## src/rtl/reaction_auto_player.sv

```systemverilog
// ============================================================================
// Module   : reaction_auto_player
// Purpose  : Automated player for the reaction-timer game. Waits for a one-hot
//            target LED and then, after a programmable number of milliseconds,
//            raises the matching switch bit so the timer controller stops.
// Revision : 1.0 - initial release
//
// Ports:
//   clk        system clock (25 MHz nominal)
//   rst_n      asynchronous active-low reset
//   set        1 = setup/restart round, 0 = counting
//   enable     auto-player active
//   led        target LED vector from the timer controller
//   delay_ms   response latency in ms, sampled when the target is captured
//   sw         emulated switches (always zero or one-hot)
//   busy       high while the delay countdown runs
//   pressed    one-cycle pulse when a switch is raised
//   target_err sticky flag: a multi-hot LED vector was seen while armed
//
// Optional feature (macro AUTO_PLAYER_JITTER_EN):
//   When defined, an 8-bit Fibonacci LFSR (taps 8,6,5,4, seed 8'hA5) adds
//   0..15 ms of jitter to the captured delay.
// ============================================================================
`default_nettype none

module reaction_auto_player #(
  parameter int CLK_PER_MS = 25000,
  parameter int DLY_W      = 10
) (
  input  logic             clk,
  input  logic             rst_n,
  input  logic             set,
  input  logic             enable,
  input  logic [7:0]       led,
  input  logic [DLY_W-1:0] delay_ms,
  output logic [7:0]       sw,
  output logic             busy,
  output logic             pressed,
  output logic             target_err
);

  localparam int PS_W = (CLK_PER_MS > 1) ? $clog2(CLK_PER_MS) : 1;
  localparam logic [PS_W-1:0] PS_LAST = PS_W'(CLK_PER_MS - 1);

  typedef enum logic [2:0] {
    IDLE  = 3'd0,
    ARM   = 3'd1,
    DELAY = 3'd2,
    PRESS = 3'd3,
    HOLD  = 3'd4
  } state_t;

  state_t           state;
  logic [PS_W-1:0]  prescaler;
  logic [DLY_W:0]   remaining;   // one extra bit so delay + jitter cannot overflow
  logic [2:0]       idx;

  logic             led_one;
  logic             led_multi;
  logic [2:0]       led_pos;
  logic [DLY_W:0]   capture_val;

  // One-hot test: non-zero and clearing the lowest set bit leaves nothing.
  assign led_one   = (led != 8'd0) && ((led & (led - 8'd1)) == 8'd0);
  assign led_multi = (led != 8'd0) && !led_one;

  always_comb begin
    led_pos = 3'd0;
    for (int i = 0; i < 8; i++) begin
      if (led[i]) led_pos = 3'(i);
    end
  end

`ifdef AUTO_PLAYER_JITTER_EN
  logic [7:0] lfsr;

  always_ff @(posedge clk or negedge rst_n) begin
    if (!rst_n) begin
      lfsr <= 8'hA5;
    end else begin
      lfsr <= {lfsr[6:0], lfsr[7] ^ lfsr[5] ^ lfsr[4] ^ lfsr[3]};
    end
  end

  assign capture_val = {1'b0, delay_ms} + (DLY_W+1)'(lfsr[3:0]);
`else
  assign capture_val = {1'b0, delay_ms};
`endif

  always_ff @(posedge clk or negedge rst_n) begin
    if (!rst_n) begin
      state      <= IDLE;
      prescaler  <= '0;
      remaining  <= '0;
      idx        <= 3'd0;
      sw         <= 8'd0;
      busy       <= 1'b0;
      pressed    <= 1'b0;
      target_err <= 1'b0;
    end else begin
      // A restart request always clears the sticky error, whatever the state.
      if (set) target_err <= 1'b0;

      if (set || !enable) begin
        // Abort has priority over every other transition.
        state   <= IDLE;
        sw      <= 8'd0;
        busy    <= 1'b0;
        pressed <= 1'b0;
      end else begin
        case (state)
          IDLE: begin
            sw      <= 8'd0;
            busy    <= 1'b0;
            pressed <= 1'b0;
            state   <= ARM;
          end
          ARM: begin
            if (led_one) begin
              idx       <= led_pos;
              remaining <= capture_val;
              prescaler <= '0;
              busy      <= 1'b1;
              state     <= DELAY;
            end else if (led_multi) begin
              target_err <= 1'b1;
            end
          end
          DELAY: begin
            // The target was latched at capture; led is ignored here.
            if (remaining == '0) begin
              state <= PRESS;
            end else if (prescaler == PS_LAST) begin
              prescaler <= '0;
              remaining <= remaining - (DLY_W+1)'(1);
            end else begin
              prescaler <= prescaler + PS_W'(1);
            end
          end
          PRESS: begin
            sw      <= 8'd1 << idx;
            pressed <= 1'b1;
            busy    <= 1'b0;
            state   <= HOLD;
          end
          HOLD: begin
            pressed <= 1'b0;
          end
          default: begin
            state <= IDLE;
          end
        endcase
      end
    end
  end

endmodule

`default_nettype wire

```

## config.mk

```make
export PLATFORM = sky130hd
export DESIGN_NAME = reaction_auto_player
export DESIGN_NICKNAME = d
export VERILOG_FILES = /design/src/rtl/reaction_auto_player.sv
export SDC_FILE = /design/constraint.sdc
export NUM_CORES = 1
export LEC_CHECK = 0
export BUFFER_PORTS_ARGS = -buffer_cell sky130_fd_sc_hd__buf_2
export CAP_MARGIN = 20
export CORE_MARGIN = 5
export CORE_UTILIZATION = 45
export CTS_CLUSTER_SIZE = 8
export DETAILED_ROUTE_END_ITERATION = 10
export GPL_ROUTABILITY_DRIVEN = 0
export SYNTH_ARGS = -nofsm -noshare
export SYNTH_HDL_FRONTEND = slang
export SYNTH_SLANG_ARGS = --single-unit
```

## constraint.sdc

```tcl
create_clock -name clk -period 2.8 [get_ports clk]
set_input_delay 0.14 -clock clk [delete_from_list [all_inputs] [get_ports clk]]
set_output_delay 0.14 -clock clk [all_outputs]
set_load 0.01 [all_outputs]
```

==> flow_summary.ini <==
[status]
status = completed

[die]
coreArea_sq_um = 5510
dieArea_sq_um = 7300
row_count = 27
die_h_um = 85.4
num_io_pins = 33
initial_core_util_pct = 46.5
die_w_um = 85.4

[sta]
final.setup.worst_slack_ps = 269
finClkSkew_ps = 10.8
tightest_slew_ps = 811
period_minus_slack_ps = 2530
hold_viol_final = 0
relSlewSlack_pct = 45.7
whs_ps = 103
post-route-period-util_pct = 90.4
max_freq_ghz = 0.395
drv_slew = 0
setup_tns_ps = 0
rsz0062_at_grt = false
setup_viol = 0

[logic_synthesis]
yosysWarnings = 0
synth_seq_cells = 43
synth-edff-count = 0
async_reset_ff_share_pct = 100
syn_nets = 302
ys_types = 57
synthFlopType = dfrtp_1
netlist_instances = 278
synthesis.area_sq_um = 2560
yosysSeqAreaShare_pct = 42.0
synth.avg_cell_area_sq_um = 9.21

[detailed_routing]
drc = 0
drt_pass1_iterations = 5
antenna_left = 0
routed-via-count = 2268
dr.first_iter.drc_count = 108
vias_per_cell = 5.91
wl_um = 6060
routedWlPerCell_um = 15.8

[finish]
num_antenna_cells = 0
finalNetCount = 335
drive_gt1_share_pct = 20.2
final_area_sq_um = 2940
area_growth_pct = 14.9
fin_util_pct = 53.5
final_cells = 384

[worst_setup_path]
worstSetupEndpointType = register
cp_slowest_cell = or4b_4
critPathTopFamily = simple AND/OR/NAND/NOR gates
r2r-end = prescaler[11]
critPathMaxStageDelay_ps = 510
crit_type = reg -> reg
cp.arrival_ps = 2740
r2r_cells = 7
regToRegStartpoint = remaining[0]
cp_data_required_time_ps = 3000
start_kind = register
rrSetupSlack_ps = 270
crit_buf_inv = 1
worstPathCellList = inv_1 > ha_1 > or4b_4 > or4_4 > and3b_1 > a21oi_1 > o21ba_2
crit_fanout = 12

[power]
power.density_nw_per_um2 = 482
p_leak_nw = 1.25
comb_power_share_pct = 12.2
netSwitchingPower_mw = 0.394
swShare_pct = 27.8
finalPower_mw = 1.42
pwr-share-seq_pct = 52.0
clkPwrFrac_pct = 35.9
p_int_mw = 1.02
vdd_drop_max_uv = 269

[clocking]
insertion_delay_ps = 300
post_cts.repair.setup_buffers = 0
cts_max_path_buffers = 2
clk_pin_slew_ps = 90
cts_tree = yes
clock-root-buffer = clkbuf_8
cts_num_sinks = 43
numCtsBuffers = 5
htree_levels = 2

[grt]
grt_first_pass_wirelength_um = 10700
antenna_found_initial = 0
grt_max_degree = 44
grt_pass1_vias = 2238
overflow = 0
track_usage_pct = 17.9

[min_path]
hold_end = target_err
whs_path_depth = 3
hold_path_class = in -> reg
hp-start = enable

[placed_design]
dp_slack_ps = 285
io_buffers = 32
place_inst = 373
dp_hpwl_um = 4120
dpl_cell_area_sq_um = 2780

[run]
cap_viol_max_count = 0
[synthesized netlist by cell type (4+ instances only)]
master	number	area, sq um
o21ai_0	8	40.0
nor4_1	5	31.3
o21ai_1	5	25.0
a211oi_1	8	60.1
nand2_1	21	78.8
a21oi_1	12	60.1
mux2i_1	9	90.1
clkbuf_1	8	30.0
o31ai_1	4	30.0
a31oi_1	4	25.0
a2bb2oi_1	8	70.1
buf_2	4	20.0
inv_1	13	48.8
nor3_1	7	35.0
a2111oi_0	6	52.6
nand3_1	13	65.1
a32o_1	4	40.0
a221oi_1	5	43.8
dfrtp_1	43	1080
nor2_1	34	128
[placed cells by master, fill, tap and decap left out, types with 3 or more instances in the layout]
| master | synthesis | layout |
|---|---|---|
| dfrtp_1 | 43 | 43 |
| nor2_1 | 34 | 34 |
| buf_2 | 4 | 32 |
| nand2_1 | 21 | 21 |
| inv_1 | 13 | 13 |
| nand3_1 | 13 | 13 |
| a21oi_1 | 12 | 12 |
| mux2i_1 | 9 | 9 |
| o21ai_0 | 8 | 8 |
| a211oi_1 | 8 | 8 |
| a2bb2oi_1 | 8 | 8 |
| nor3_1 | 7 | 6 |
| a2111oi_0 | 6 | 6 |
| nor4_1 | 5 | 5 |
| o21ai_1 | 5 | 5 |
| a221oi_1 | 5 | 5 |
| clkbuf_8 | 0 | 5 |
| buf_4 | 0 | 5 |
| a31oi_1 | 4 | 4 |
| a32o_1 | 4 | 4 |
| o31ai_1 | 4 | 4 |
| and3_1 | 3 | 3 |
| or3_1 | 3 | 3 |
| nand4_1 | 3 | 3 |
| mux2_2 | 3 | 3 |
| o21a_1 | 3 | 3 |
[layout make-up]
class | instances | area (sq um)
Clock inverter | 3 | 46.3
Timing Repair Buffer | 40 | 245
Tap cell | 72 | 90.1
Clock buffer | 5 | 68.8
Multi-Input combinational cell | 208 | 1370
Fill cell | 526 | 2560
Inverter | 13 | 48.8
Sequential cell | 43 | 1080
[power groups by stage]
stage	Combinational, mW	Sequential [mW]	Clock (mW)
global placement	0.165	0.749	0
CTS	0.169	0.736	0.519
finish	0.173	0.737	0.509
floorplan	0.116	0.728	0
global route	0.198	0.747	0.552
detailed placement	0.167	0.748	0
[metal layers]
layer	GRT usage [%]	routed length [um]
met1	25.3	2960
met2	27.5	2710
met3	3.88	323
met4	4.75	70
met5	0	0
[worst min-delay path, stage by stage]
cell	delay, ps
buf_2	90
a31oi_1	60
nor2_1	80
[worst max path at each step]
stage | startpoint | to | slack [ps] | depth (start not counted)
3_3_place_gp | remaining[0] | prescaler[0] | 350 | 6
2_1_floorplan | remaining[0] | prescaler[13] | 560 | 8
5_1_grt | state[1] | remaining[5] | 90 | 5
4_1_cts | remaining[0] | prescaler[11] | 270 | 7
3_5_place_dp | remaining[0] | prescaler[11] | 290 | 7
6_report | remaining[0] | prescaler[11] | 270 | 7
[cell families (layout without fill, tap and decap cells)]
group | count (synthesis) | count (layout) | share of synthesized area (%)
multiplexers | 12 | 12 | 4.84
flip-flops | 43 | 43 | 42.0
buffers and inverters | 27 | 61 | 4.74
AO/OA/AOI/OAI | 84 | 84 | 24.6
adder cells (fa/ha/maj) | 2 | 2 | 0.977
AND/OR/NAND/NOR | 110 | 110 | 22.8
[registers in the layout (all words and copies together) (netlist names)]
signal      count
prescaler      15
remaining      11
sw              8
idx             3
state           3
busy            1
pressed         1
target_err      1
[timing repair]
item / 4_1_cts / 5_1_grt
hold endpoints to repair: 1 / 21
gates resized for setup: 0 / 0
hold buffers: 1 / 1
(Power assumes the default switching activity.)
